$ cat config.mk
export PLATFORM = sky130hd
export DESIGN_NAME = ram_refresh_scheduler_flat
export DESIGN_NICKNAME = d
export VERILOG_FILES = /design/src/rtl/ram_refresh_scheduler_if.sv /design/src/rtl/ram_refresh_scheduler.sv /design/src/flat_wrapper.sv
export SDC_FILE = /design/constraint.sdc
export NUM_CORES = 1
export LEC_CHECK = 0
export ABC_CLOCK_PERIOD_IN_PS = 7500
export BUFFER_PORTS_ARGS = -buffer_cell sky130_fd_sc_hd__buf_2
export CORE_ASPECT_RATIO = 0.6
export CORE_MARGIN = 10
export CORE_UTILIZATION = 25
export CTS_CLUSTER_SIZE = 10
export DETAILED_ROUTE_END_ITERATION = 10
export PLACE_DENSITY = 0.37
export SYNTH_ARGS = -nofsm -noshare
export SYNTH_HDL_FRONTEND = slang
export SYNTH_SLANG_ARGS = --single-unit
$ cat constraint.sdc
create_clock -name CLK -period 7.5 [get_ports CLK]
set_clock_uncertainty 0.15 [all_clocks]
set_input_delay 1.5 -clock CLK [delete_from_list [all_inputs] [get_ports CLK]]
set_output_delay 1.5 -clock CLK [all_outputs]
set_load 0.03 [all_outputs]
$ cat src/rtl/ram_refresh_scheduler_if.sv
// Refresh request/acknowledge bundle between the refresh scheduler (master)
// and the RAM sequencer (slave).
interface ram_refresh_scheduler_if #(
   parameter int unsigned PEND_W = 4
);
   logic              En;
   logic              RefAck;
   logic              RefReq;
   logic              RefUrg;
   logic [PEND_W-1:0] RefPend;
   logic              Overrun;
   logic              InitDone;

   modport master (
      input  En,
      input  RefAck,
      output RefReq,
      output RefUrg,
      output RefPend,
      output Overrun,
      output InitDone
   );

   modport slave (
      output En,
      output RefAck,
      input  RefReq,
      input  RefUrg,
      input  RefPend,
      input  Overrun,
      input  InitDone
   );
endinterface

$ cat src/rtl/ram_refresh_scheduler.sv
// DRAM refresh scheduler: times refresh intervals, counts owed refreshes,
// escalates urgency and issues the power-on init burst.
module ram_refresh_scheduler #(
   parameter int unsigned INTERVAL   = 390,
   parameter int unsigned CNT_W      = 9,
   parameter int unsigned PEND_W     = 4,
   parameter int unsigned URG_THRESH = 2,
   parameter int unsigned AGE_W      = 8,
   parameter int unsigned URG_AGE    = 128,
   parameter int unsigned INIT_BURST = 8
) (
   input logic                     CLK,
   input logic                     Reset,
   ram_refresh_scheduler_if.master bus
);
   // Two spare bits hold the unclamped sum: pend + due + burst can reach 2*max+1.
   localparam int unsigned PW       = PEND_W + 2;
   localparam int unsigned PEND_MAX = (1 << PEND_W) - 1;

   logic [CNT_W-1:0]  intervalCnt, intervalCntNext;
   logic [AGE_W-1:0]  age, ageNext;
   logic [PEND_W-1:0] pend, pendNext;
   logic [PW-1:0]     pSum;
   logic              start, due, ackV, sat;
   logic              refReq, refUrg, overrun, initDone;

   always_comb begin
      due             = 1'b0;
      intervalCntNext = '0;
      if (bus.En) begin
         if (intervalCnt == CNT_W'(INTERVAL - 1)) begin
            due = 1'b1;
         end else begin
            intervalCntNext = intervalCnt + CNT_W'(1);
         end
      end

      ackV = bus.RefAck && (pend != '0);
      pSum = PW'(pend) + PW'(due) + (start ? PW'(INIT_BURST) : PW'(0)) - PW'(ackV);
      sat  = (pSum > PW'(PEND_MAX));
      pendNext = sat ? PEND_W'(PEND_MAX) : pSum[PEND_W-1:0];

      if (ackV || (pSum == '0)) begin
         ageNext = '0;
      end else if ((pend != '0) && (age != '1)) begin
         ageNext = age + AGE_W'(1);
      end else begin
         ageNext = age;
      end
   end

   always_ff @(posedge CLK) begin
      if (Reset) begin
         intervalCnt <= '0;
         age         <= '0;
         pend        <= '0;
         refReq      <= 1'b0;
         refUrg      <= 1'b0;
         overrun     <= 1'b0;
         initDone    <= 1'b0;
         start       <= 1'b1;
      end else begin
         intervalCnt <= intervalCntNext;
         age         <= ageNext;
         pend        <= pendNext;
         refReq      <= (pSum != '0);
         refUrg      <= (pSum >= PW'(URG_THRESH)) || (ageNext >= AGE_W'(URG_AGE));
         overrun     <= overrun | sat;
         // Only a drain after the burst has been loaded counts as init complete.
         initDone    <= initDone | (!start && (pSum == '0));
         start       <= 1'b0;
      end
   end

   assign bus.RefReq   = refReq;
   assign bus.RefUrg   = refUrg;
   assign bus.RefPend  = pend;
   assign bus.Overrun  = overrun;
   assign bus.InitDone = initDone;
endmodule

$ cat src/flat_wrapper.sv
// flat-port wrapper written by rule: the top's interface ports become plain ports
module ram_refresh_scheduler_flat 
#(
   parameter int unsigned INTERVAL   = 390,
   parameter int unsigned CNT_W      = 9,
   parameter int unsigned PEND_W     = 4,
   parameter int unsigned URG_THRESH = 2,
   parameter int unsigned AGE_W      = 8,
   parameter int unsigned URG_AGE    = 128,
   parameter int unsigned INIT_BURST = 8
)
  (CLK, Reset, bus_En, bus_RefAck, bus_RefReq, bus_RefUrg, bus_RefPend, bus_Overrun, bus_InitDone);
  ram_refresh_scheduler_if #(.PEND_W(PEND_W)) bus_i ();
  input logic CLK;
  input logic Reset;
  input wire logic [$bits(bus_i.En)-1:0] bus_En;
  input wire logic [$bits(bus_i.RefAck)-1:0] bus_RefAck;
  output wire logic [$bits(bus_i.RefReq)-1:0] bus_RefReq;
  output wire logic [$bits(bus_i.RefUrg)-1:0] bus_RefUrg;
  output wire logic [$bits(bus_i.RefPend)-1:0] bus_RefPend;
  output wire logic [$bits(bus_i.Overrun)-1:0] bus_Overrun;
  output wire logic [$bits(bus_i.InitDone)-1:0] bus_InitDone;
  assign bus_i.En = bus_En;
  assign bus_i.RefAck = bus_RefAck;
  assign bus_RefReq = bus_i.RefReq;
  assign bus_RefUrg = bus_i.RefUrg;
  assign bus_RefPend = bus_i.RefPend;
  assign bus_Overrun = bus_i.Overrun;
  assign bus_InitDone = bus_i.InitDone;
  ram_refresh_scheduler #(.INTERVAL(INTERVAL), .CNT_W(CNT_W), .PEND_W(PEND_W), .URG_THRESH(URG_THRESH), .AGE_W(AGE_W), .URG_AGE(URG_AGE), .INIT_BURST(INIT_BURST)) u_core (.CLK(CLK), .Reset(Reset), .bus(bus_i));
endmodule
==> results_dict.tcl <==
set metrics [dict create \
    end_kind "flip-flop" \
    syn_area_um2 1373 \
    routed_wl_um 3108 \
    numCtsBuffers 3 \
    ys_ff_latch 26 \
    use_met3 0.02611 \
    post-dp-hpwl_um 2420 \
    holdPathStages 2 \
    via_count 1098 \
    hold_viol_final 0 \
    syn2layout_area_growth_pct 13.22 \
    grt_busiest_layer "met2" \
    cts_tree "done" \
    insertion_delay_ns 0.27 \
    grt_pass1_vias 1093 \
    synthesis.instances 149 \
    finalMaxSlewViolations 0 \
    holdBufCountCts 0 \
    root_buffer "clkbuf_8" \
    dr.pass1.iters 4 \
    placed_cells 223 \
    die_width_um 115.7 \
    ios 12 \
    power_density_nw_per_um2 344.8 \
    fillers 545 \
    clkTransAtPathRegs_ns 0.09 \
    seqPwrFrac 0.345 \
    antenna_found_initial 0 \
    max_freq_mhz 237.9 \
    p_int_uw 300.3 \
    drv_cap 0 \
    grt-ovfl-total 0 \
    synth_top_family_by_area "simple AND/OR/NAND/NOR gates" \
    finish.utilization 0.3000 \
    syn_avg_cell_area_um2 9.212 \
    seq_area_frac_synth 0.3792 \
    synth_warnings 0 \
    fin_ws_ns 3.297 \
    yosysUniqueCellTypes 38 \
    finalCritPeriodShare 0.5604 \
    worst_r2r_path_depth 14 \
    placed_area_um2 1499 \
    clkSinkCount 26 \
    setup_viol 0 \
    rsz0062_at_grt "no" \
    core_area_um2 5180 \
    synth_fp_nets 163 \
    drive_gt1_frac 0.1429 \
    ir_drop_uv 104.4 \
    max_slew_margin 0.5863 \
    htree_levels 1 \
    gp_congestion 0.7391 \
    layoutNonFillerInstCount 227 \
    combPwrFrac 0.485 \
    cts_max_path_buffers 2 \
    initial_core_util 0.2650 \
    p_leak_uw 0.0006285 \
    synth_fa_ha_area_frac 0.09116 \
    wl_per_cell_um 13.69 \
    grt_use_met1 0.1006 \
    fin_nets 176 \
    grt_pass1_wl_um 5354 \
    crit_required_ns 7.57 \
    p_switching_uw 235.5 \
    sw_frac_of_total 0.4396 \
    port_buffers 11 \
    grt_max_degree 19 \
    fin_tns_setup_ns 0 \
    num_rows 20 \
    crit_arrival_ns 4.27 \
    met2_usage 0.1076 \
    antenna_cells 0 \
    die_area_um2 8951 \
    start_kind "input port" \
    vias_per_cell 4.837 \
    timing.final.crit_period_ns 4.203 \
    drcViolationCount 0 \
    post-place-ws_ns 3.030 \
    synth_compound_area_frac 0.1021 \
    synth_mux_area_frac 0.02917 \
    ant_nets 0 \
    fin_area_um2 1554 \
    synthSimpleGateAreaFrac 0.2534 \
    hp-class "reg -> reg" \
    run_status "finished clean" \
    clkPwrFrac 0.169 \
    postCtsSetupRepairBufs 0 \
    drtIter0Drc 34 \
    cp_max_fo 10 \
    tightest_slew_ns 0.6159 \
    synthXorXnorAreaFrac 0.1067 \
    cts.repair.resized 0 \
    crit_type "in -> reg" \
    grt_use_total 0.07366 \
    die_height_um 77.40 \
]
-- metrics by stage --
| step | power [uW] | hold slack, ns |
|---|---|---|
| 2_1_floorplan | 379.7 | 0.3066 |
| 3_3_place_gp | 450.2 | 0.2914 |
| 3_5_place_dp | 447.0 | 0.2976 |
| 4_1_cts | 542.2 | 0.3183 |
| 5_1_grt | 577.4 | 0.3320 |
| 6_report | 535.8 | 0.3077 |
-- sequential cells by signal (all words and copies together) (netlist names) --
| register | count |
|---|---|
| u_core.bus.RefUrg | 1 |
| u_core.age | 8 |
| u_core.start | 1 |
| u_core.bus.InitDone | 1 |
| u_core.intervalCnt | 9 |
| u_core.bus.RefReq | 1 |
| u_core.bus.RefPend | 4 |
| u_core.bus.Overrun | 1 |
-- area by class of cell --
cell class	instances	area (um2)	share of cell area
Inverter	11	41.29	0.02657
Sequential cell	26	520.5	0.3349
Clock buffer	4	55.05	0.03543
Timing Repair Buffer	11	55.05	0.03543
Multi-Input combinational cell	109	799.5	0.5145
Tap cell	66	82.58	0.05314
-- power groups by stage --
stage | Clock (uW) | Sequential [uW] | Combinational (uW)
6_report | 90.8 | 185 | 260
4_1_cts | 96.2 | 185 | 261
3_5_place_dp | 0 | 188 | 259
2_1_floorplan | 0 | 214 | 165
3_3_place_gp | 0 | 189 | 262
5_1_grt | 102 | 189 | 287
-- final timing paths --
check | from | to | slack (ns)
max | bus_En | u_core.bus.InitDone$_SDFF_PP0_ | 3.30
min | u_core.bus.Overrun$_SDFF_PP0_ | u_core.bus.Overrun$_SDFF_PP0_ | 0.31
max reg2reg | u_core.intervalCnt[1]$_SDFF_PP0_ | u_core.bus.InitDone$_SDFF_PP0_ | 3.71
min reg2reg | u_core.bus.Overrun$_SDFF_PP0_ | u_core.bus.Overrun$_SDFF_PP0_ | 0.31
-- synth_stat cells --
master	count	area share
and2_1	3	0.014
o211ai_1	2	0.011
xor2_2	1	0.012
ha_1	10	0.091
buf_1	1	0.0027
nand4_1	3	0.014
a21o_2	1	0.0064
nand2b_1	5	0.023
a22oi_1	1	0.0055
o31a_1	1	0.0064
xnor2_1	2	0.013
o21bai_1	1	0.0055
nor3_1	2	0.0073
and4b_1	1	0.0073
nor4b_1	1	0.0064
and3_1	4	0.018
o21a_1	1	0.0055
a21oi_2	1	0.0064
nor4_2	1	0.0091
mux2i_1	4	0.029
or4_4	1	0.0082
o2111ai_1	1	0.0064
clkbuf_1	2	0.0055
o21ai_0	2	0.0073
inv_1	11	0.030
nor2_1	12	0.033
and3_2	1	0.0055
xor2_1	11	0.070
a21oi_1	5	0.018
a31oi_1	1	0.0046
nand2_1	6	0.016
dfxtp_1	26	0.38
nor4_4	1	0.015
a22o_1	1	0.0064
o41ai_1	2	0.013
nand3_1	11	0.040
nor4_1	8	0.036
xnor2_2	1	0.012
-- layer usage --
| metal | wire, um | up-vias |
|---|---|---|
| met5 | 0 | - |
| met4 | 17 | 0 |
| met3 | 99 | 4 |
| met2 | 1298 | 9 |
| met1 | 1692 | 528 |
| li1 | - | 557 |
-- critical path, cell delays in order --
cell	delay, ns
buf_2	0.10
and3_1	0.15
ha_1	0.19
ha_1	0.22
xnor2_2	0.34
xnor2_1	0.12
ha_1	0.25
o21a_1	0.17
o21ai_0	0.30
nand4_1	0.21
nor4_4	0.50
a22o_1	0.20
-- cells by family (layout without fill, tap and decap cells) --
group	count (synthesis)	count (layout)
and+or+nand+nor	60	60
xor gates and xnor gates	15	15
AOI/OAI and AO/OA	20	20
adders and majority gates	10	10
buffers and inverters	14	26
DFF	26	26
muxes	4	4
-- cell usage in the layout, fill, tap and decap left out, types with 2 or more instances in the layout --
cell type  count
nor4_1         8
xnor2_1        2
nor3_1         2
nand2_1        6
clkbuf_8       4
buf_2         11
mux2i_1        4
xor2_1        11
o21ai_0        2
and3_1         4
nor2_1        12
nand3_1       11
inv_1         11
o211ai_1       2
a21oi_1        5
nand2b_1       5
nand4_1        3
and2_1         3
dfxtp_1       26
o41ai_1        2
ha_1          10
Power figures use the tool's default switching activity.
